File: config.mk
export PLATFORM = sky130hd
export DESIGN_NAME = hilo_muldiv_unit
export DESIGN_NICKNAME = d
export VERILOG_FILES = /design/src/rtl/hilo_muldiv_unit.sv
export SDC_FILE = /design/constraint.sdc
export NUM_CORES = 2
export LEC_CHECK = 0
export BUFFER_PORTS_ARGS = -buffer_cell sky130_fd_sc_hd__buf_4
export CAP_MARGIN = 10
export CORE_MARGIN = 2
export CORE_UTILIZATION = 35
export CTS_CLUSTER_DIAMETER = 40
export DETAILED_ROUTE_END_ITERATION = 10
export PLACE_DENSITY = 0.46
export SLEW_MARGIN = 20
export SYNTH_ARGS = -nofsm -noshare
export SYNTH_HDL_FRONTEND = slang
export SYNTH_SLANG_ARGS = --single-unit
File: constraint.sdc
create_clock -name clk -period 9.95 [get_ports clk]
set_input_delay 1.99 -clock clk [delete_from_list [all_inputs] [get_ports clk]]
set_output_delay 1.99 -clock clk [all_outputs]
set_load 0.01 [all_outputs]
File: src/rtl/hilo_muldiv_unit.sv
// rtl/hilo_muldiv_unit.sv - HI/LO register pair with multi-cycle multiply and restoring divide.
module hilo_muldiv_unit #(
  parameter int MUL_LATENCY = 2
) (
  input  logic        clk,
  input  logic        reset,
  input  logic        start,
  input  logic [4:0]  alu_control,
  input  logic        hi_we,
  input  logic        lo_we,
  input  logic [31:0] operand_a,
  input  logic [31:0] operand_b,
  output logic        busy,
  output logic        stall,
  output logic        done,
  output logic        div_by_zero,
  output logic [31:0] hi,
  output logic [31:0] lo,
  output logic [31:0] mf_data
);

  localparam logic [4:0] OP_MULT  = 5'b10000;
  localparam logic [4:0] OP_MULTU = 5'b10001;
  localparam logic [4:0] OP_DIV   = 5'b10010;
  localparam logic [4:0] OP_DIVU  = 5'b10011;
  localparam logic [4:0] OP_MTLO  = 5'b10101;
  localparam logic [4:0] OP_MTHI  = 5'b10110;
  localparam logic [4:0] OP_MFLO  = 5'b11000;
  localparam logic [4:0] OP_MFHI  = 5'b11001;

  typedef enum logic [1:0] {S_IDLE, S_MUL, S_DIV, S_FIX} state_t;

  state_t      state_q, state_d;
  logic [5:0]  cnt_q, cnt_d;
  logic [31:0] a_q, a_d;
  logic [31:0] b_q, b_d;
  logic [31:0] rem_q, rem_d;
  logic        sgn_q, sgn_d;
  logic        qs_q, qs_d;
  logic        rs_q, rs_d;
  logic        dbz_q, dbz_d;
  logic [31:0] hi_q, hi_d;
  logic [31:0] lo_q, lo_d;
  logic        done_q, done_d;
  logic        dbzp_q, dbzp_d;

  logic        accept, is_mul, is_div, div_signed;
  logic [63:0] ext_a, ext_b, prod;
  logic [32:0] r_shift, diff;

  assign accept     = start && (state_q == S_IDLE);
  assign is_mul     = (alu_control == OP_MULT || alu_control == OP_MULTU) && hi_we && lo_we;
  assign is_div     = (alu_control == OP_DIV || alu_control == OP_DIVU) && hi_we && lo_we;
  assign div_signed = (alu_control == OP_DIV);

  // Low 64 bits of the product of extended operands equal the signed/unsigned product.
  assign ext_a = {(sgn_q ? {32{a_q[31]}} : 32'h0), a_q};
  assign ext_b = {(sgn_q ? {32{b_q[31]}} : 32'h0), b_q};
  assign prod  = ext_a * ext_b;

  assign r_shift = {rem_q, a_q[31]};
  assign diff    = r_shift - {1'b0, b_q};

  always_ff @(posedge clk) begin
    if (reset) begin
      state_q <= S_IDLE;
      cnt_q   <= '0;
      a_q     <= '0;
      b_q     <= '0;
      rem_q   <= '0;
      sgn_q   <= 1'b0;
      qs_q    <= 1'b0;
      rs_q    <= 1'b0;
      dbz_q   <= 1'b0;
      hi_q    <= '0;
      lo_q    <= '0;
      done_q  <= 1'b0;
      dbzp_q  <= 1'b0;
    end else begin
      state_q <= state_d;
      cnt_q   <= cnt_d;
      a_q     <= a_d;
      b_q     <= b_d;
      rem_q   <= rem_d;
      sgn_q   <= sgn_d;
      qs_q    <= qs_d;
      rs_q    <= rs_d;
      dbz_q   <= dbz_d;
      hi_q    <= hi_d;
      lo_q    <= lo_d;
      done_q  <= done_d;
      dbzp_q  <= dbzp_d;
    end
  end

  always_comb begin
    state_d = state_q;
    case (state_q)
      S_IDLE: begin
        if (accept && is_mul) state_d = S_MUL;
        else if (accept && is_div) state_d = (operand_b == 32'h0) ? S_FIX : S_DIV;
      end
      S_MUL:   if (cnt_q == 6'd0) state_d = S_IDLE;
      S_DIV:   if (cnt_q == 6'd31) state_d = S_FIX;
      default: state_d = S_IDLE;
    endcase
  end

  always_comb begin
    cnt_d  = cnt_q;
    a_d    = a_q;
    b_d    = b_q;
    rem_d  = rem_q;
    sgn_d  = sgn_q;
    qs_d   = qs_q;
    rs_d   = rs_q;
    dbz_d  = dbz_q;
    hi_d   = hi_q;
    lo_d   = lo_q;
    done_d = 1'b0;
    dbzp_d = 1'b0;
    case (state_q)
      S_IDLE: begin
        if (accept && is_mul) begin
          a_d   = operand_a;
          b_d   = operand_b;
          sgn_d = (alu_control == OP_MULT);
          cnt_d = 6'(MUL_LATENCY - 1);
        end else if (accept && is_div) begin
          cnt_d = '0;
          if (operand_b == 32'h0) begin
            dbz_d = 1'b1;
            rem_d = operand_a;
          end else begin
            dbz_d = 1'b0;
            rem_d = '0;
            a_d   = (div_signed && operand_a[31]) ? -operand_a : operand_a;
            b_d   = (div_signed && operand_b[31]) ? -operand_b : operand_b;
            qs_d  = div_signed && (operand_a[31] ^ operand_b[31]);
            rs_d  = div_signed && operand_a[31];
          end
        end else if (accept) begin
          if (alu_control == OP_MTHI && hi_we) hi_d = operand_a;
          if (alu_control == OP_MTLO && lo_we) lo_d = operand_a;
        end
      end
      S_MUL: begin
        if (cnt_q == 6'd0) begin
          hi_d   = prod[63:32];
          lo_d   = prod[31:0];
          done_d = 1'b1;
        end else begin
          cnt_d = cnt_q - 6'd1;
        end
      end
      S_DIV: begin
        // a_q shifts out dividend bits at the top and collects quotient bits at the bottom.
        rem_d = diff[32] ? r_shift[31:0] : diff[31:0];
        a_d   = {a_q[30:0], ~diff[32]};
        cnt_d = cnt_q + 6'd1;
      end
      default: begin
        done_d = 1'b1;
        if (dbz_q) begin
          hi_d   = rem_q;
          lo_d   = 32'hFFFF_FFFF;
          dbzp_d = 1'b1;
        end else begin
          lo_d = qs_q ? -a_q : a_q;
          hi_d = rs_q ? -rem_q : rem_q;
        end
      end
    endcase
  end

  always_comb begin
    busy        = (state_q != S_IDLE);
    stall       = start && busy;
    done        = done_q;
    div_by_zero = dbzp_q;
    hi          = hi_q;
    lo          = lo_q;
    if (alu_control == OP_MFHI)      mf_data = hi_q;
    else if (alu_control == OP_MFLO) mf_data = lo_q;
    else                             mf_data = 32'h0;
  end

endmodule

# Word-level counts from Yosys, hierarchy flattened
# Cells that the tools add are included.
[totals]
reg_bits = 174
input_bits = 74
out_inout_bits = 100
word_cells = 131
[op_classes]
add_sub_neg = 7
n_mul = 1
eq_ne = 23
mux = 48
bitwise = 5
n_reduce_logical = 34
[op_table]
columns = ["operator", "count"]
rows = [
  ["2-to-1 mux 32 bit", 30],
  ["one-hot mux 32 bit (3 select lines)", 2],
  ["negator 32 bit", 4],
  ["one-hot mux 32 bit (2 select lines)", 2],
  ["multiplier 64 x 64 -> 64 bit", 1],
  ["equality test 5 bit, second input constant", 8],
  ["subtractor 33 x 32 -> 33 bit", 1],
  ["logical NOT 32 bit", 1],
  ["2-to-1 mux 6 bit", 3],
  ["one-hot mux 6 bit (3 select lines)", 1],
  ["AND reduction 3 bit", 6],
  ["!= test 2 bit, second input constant", 7],
  ["logical AND 1 bit", 13],
  ["AND reduction 6 bit", 2],
  ["2-to-1 mux 2 bit", 4],
  ["adder 6 x 1 -> 6 bit, second input constant", 1],
  ["equality test 6 x 5 -> 1 bit, second input constant", 1],
  ["logical NOT 6 bit", 1],
  ["!= test 2 x 1 -> 1 bit, second input constant", 3],
  ["one-hot mux 2 bit (3 select lines)", 1],
  ["nonzero test 2 bit", 3],
  ["subtractor 6 x 1 -> 6 bit, second input constant", 1],
  ["2-to-1 mux 1 bit", 4],
  ["NOT 1 bit", 4],
  ["13 further kinds", 14],
]

# Depth between registers and ports, before layout
[logic_depth]
depth_word = 8
depth_mapped = 36
mapped_depth_nobuf = 32

# Worst setup path after synthesis
# Ideal clock, no wire load.
[synth_timing]
path_type = "register to register"
start = "register a_q[31]"
end = "register hi_q[29], in the netlist hi[29]"
setup_ns = 0.086
t_arrival_ns = 9.006
required_time_ns = 9.864
setup_slack_ns = 0.859
path_stages_with_launch = 30
path_buffers = 2
synth_period_minus_slack_ns = 9.091
path_cell_list = "dfxtp_1 -> and2_1 -> clkbuf_1 -> clkbuf_1 -> nand2_1 -> fa_1 -> inv_1 -> fa_1 -> fa_1 -> inv_1 -> fa_1 -> inv_1 -> fa_1 -> fa_1 -> fa_1 -> fa_1 -> fa_1 -> inv_1 -> fa_1 -> inv_1 -> ha_1 -> a21o_1 -> a21o_1 -> a21o_1 -> a21o_1 -> a21oi_1 -> o21ai_1 -> a31oi_1 -> mux2_2 -> a211oi_1"
[synth_between]
elab_chain_len = 4
[synth_lines]
columns = ["item", "line", "source"]
rows = [
  ["from (decl)", "35", "logic [31:0] a_q, a_d;"],
  ["from (signal assigned)", "68", "a_q <= '0;"],
  ["from (signal assigned)", "82", "a_q <= a_d;"],
  ["2-to-1 mux 32 bit", "57", "assign ext_a = {(sgn_q ? {32{a_q[31]}} : 32'h0), a_q};"],
  ["multiplier 64 x 64 -> 64 bit *", "59", "assign prod = ext_a * ext_b;"],
  ["2-to-1 mux 32 bit *", "148", "if (cnt_q == 6'd0) begin"],
  ["one-hot mux 32 bit (3 select lines) *", "122", "case (state_q)"],
  ["to (signal assigned)", "89", "hi_q <= hi_d;"],
  ["to (decl)", "42", "logic [31:0] hi_q, hi_d;"],
]
# Every way passes the cells marked *; elsewhere a longest branch is shown, timed or not. The select of a mux whose other input is x is not followed.
# A chain may end at the register's enable or synchronous reset.

# Worst setup path after layout
[layout_timing]
start = "register b_q[7]"
end = "register hi_q[22], in the netlist hi[22]"
[layout_between]
elab_chain_len = 3
[layout_lines]
columns = ["item", "line", "source"]
rows = [
  ["from (decl)", "36", "logic [31:0] b_q, b_d;"],
  ["from (signal assigned)", "69", "b_q <= '0;"],
  ["from (signal assigned)", "83", "b_q <= b_d;"],
  ["multiplier 64 x 64 -> 64 bit", "59", ""],
  ["2-to-1 mux 32 bit", "148", ""],
  ["one-hot mux 32 bit (3 select lines)", "122", ""],
]
# Every way passes these cells. The select of a mux whose other input is x is not followed.

==> out/metrics.cfg <==
[clocking]
cts_root_buf = clkbuf_16
cts_max_level = 4
cts_setup_buffers = 0
clk_path_buf_depth = 2
clkSinkCount = 174
post_cts_resized = 0
cts_inserted_buffers = 17
cts.clk_slew.worst_paths_ns = 0.09
holdBufCountCts = 0
cts_tree = done
clock_latency_ns = 0.53

[synthesis]
synth_cell_types = 80
ys_warn_count = 0
synth_area_um2 = 60700
ys.flop_type = dfxtp_1
ys_ff_latch = 174
yosysMostFrequentCell = inv_1
synth_top_area_share_pct = 46.8
syn_avg_cell_area_um2 = 8.84
yosys.area.top_type = fa_1
synth_nets = 8718
synth-seq-area-share_pct = 5.74
synth_area_leaders = fa_1, inv_1, ha_1
synthCells = 6871
synth_edf_count = 0
ys_async_sr_fraction_pct = 0
synth_commonest_cells = inv_1, fa_1, nand2_1

[timing]
skew_ns = 0.0250
finalSetupViolCount = 0
fin_crit_sh_pct = 96.7
timing.fmax_ghz = 0.104
tns_ns = 0
grt_setup_unrepaired = no
slew-limit-headroom_pct = 22.4
finalHoldViolCount = 0
tightest_slew_ns = 1.16
maxSlewViolCount = 0
holdWs_ns = 0.492
final.min_clock_period_ns = 9.62

[final_layout]
nets = 8775
drive_gt1_share_pct = 7.88
area_delta_synth_final_pct = 8.93

[setup_path]
cpMaxStageDelayCell = fa_1
crit_family = adder cells
critPathMaxFanout = 9
crit_path_start_kind = flop
slowest_delay_ns = 0.60
worst_setup_path_end_kind = flop
cp.arrival_ns = 10.01
crit_buf_inv = 10
path_common_cell = fa_1
critPathKind = flop to flop
required_ns = 10.34
r2r_slack_ns = 0.33

[flow_run]
maxCapViolations = 0

[global_route]
grt_max_degree = 66
grt_pass1_vias = 50900
overflow = 0
antenna_found_initial = 4
grt_pass1_wl_um = 350000
gr-usage-all-layers_pct = 27.2

[placement]
dp_hpwl_um = 199000
place_congestion = 0.940
io_buffers = 173

[power]
power_density_nw_per_um2 = 93.1
ir_drop_v = 0.000257
leakage_nw = 32.9

[detailed_routing]
ant_nets = 0
routed_via_density = 5.08
wl_per_cell_um = 25.2
drc = 0
drt-total-wl_um = 233000
vias = 47000
first_pass_iters = 5
drtIter0Drc = 2917

[floorplanning]
start_util_pct = 35.3
rows = 152
die_h_um = 421
dieArea_um2 = 177000
core-area_um2 = 172000
io_pins = 174
die_w_um = 421

[status]
outcome = finished clean

[min_path]
hold_class = flop to flop

==> stage by stage <==
step           instances  util [%]  setup slack, ns  total power, mW  instance area, µm²
3_3_place_gp        9218      38.1            0.106             5.30               65500
5_1_grt             9251      38.5          0.00295             6.53               66100
3_5_place_dp        9218      38.1            0.142             5.30               65500
6_report            9252      38.5            0.325             6.16               66100
2_1_floorplan       6871         -            0.859             3.91               60700
4_1_cts             9250      38.4            0.105             6.11               66100
==> placed cells by master (no fill, tap or decap), drive strengths merged, types with 11 or more instances in the layout <==
master / n
xnor2: 179
and3: 33
nor3: 70
dfxtp: 174
inv: 1598
o21bai: 18
mux2: 17
a221oi: 48
fa: 1421
a311oi: 17
o21ai: 174
o211ai: 29
or3: 17
nand3: 25
nand4: 15
or4: 11
mux2i: 44
buf: 421
and2: 514
xor2: 85
nor2b: 17
nand2b: 18
nor2: 358
a21o: 54
nand2: 716
clkbuf: 17
o21a: 16
o31ai: 26
a211oi: 80
a21oi: 225
o41ai: 12
a31oi: 17
ha: 352
nor4: 14
==> where the power goes <==
part | internal [mW] | leakage [nW] | switching (mW)
combinational | 1.61 | 31.1 | 2.51
sequential | 0.892 | 1.43 | 0.357
clock | 0.384 | 0.302 | 0.404
total | 2.89 | 32.9 | 3.27
==> state kept, by name, summed over array words and instances (netlist names) <==
| register | cells |
|---|---|
| cnt_q | 6 |
| lo | 32 |
| state_q | 2 |
| a_q | 32 |
| rem_q | 32 |
| div_by_zero | 1 |
| b_q | 32 |
| sgn_q | 1 |
| qs_q | 1 |
| hi | 32 |
| dbz_q | 1 |
| rs_q | 1 |
| done | 1 |
==> metal layers <==
metal,global-route usage [%],share of wire (%),vias up
met3,2.45,4.1,327
li1,-,-,20700
met2,47.9,50,1231
met1,33.7,40,24700
met5,0,0.0047,-
met4,12.2,5.4,2
==> path summary, 6_finish.rpt <==
path,start,endpoint,cells past startpoint
max reg2reg,b_q[7]$_SDFFE_PP0P_,hi[22]$_SDFFE_PP0P_,33
min,hi[9]$_SDFFE_PP0P_,hi[9]$_SDFFE_PP0P_,2
min reg2reg,hi[9]$_SDFFE_PP0P_,hi[9]$_SDFFE_PP0P_,2
max,b_q[7]$_SDFFE_PP0P_,hi[22]$_SDFFE_PP0P_,33
==> layout make-up <==
| cell class | instances | area, µm² |
|---|---|---|
| clock inverter | 15 | 194 |
| multi-input combinational | 4723 | 49900 |
| sequential | 174 | 3510 |
| tap | 2310 | 2890 |
| timing repair buffer | 421 | 3260 |
| inverter | 1591 | 5970 |
| clock buffer | 17 | 425 |
| fill | 17900 | 106000 |
| antenna | 1 | 2.50 |
==> cells by family (layout without fill, tap and decap cells) <==
group	Yosys count	in the layout	share of synthesized area (%)
xor+xnor	264	264	3.81
simple gates	1833	1833	14.3
compound gates	789	789	8.59
mux	61	61	1.12
other cells	0	1	0
buf+inv	1974	2044	12.3
fa+ha+maj	1776	1776	54.1
flops	174	174	5.74
==> tightest hold or removal path: stages, from the launching register on <==
cell	delay, ns
dfxtp_1	0.34
nand2_1	0.06
a21oi_1	0.05
(Power assumes the default switching activity.)
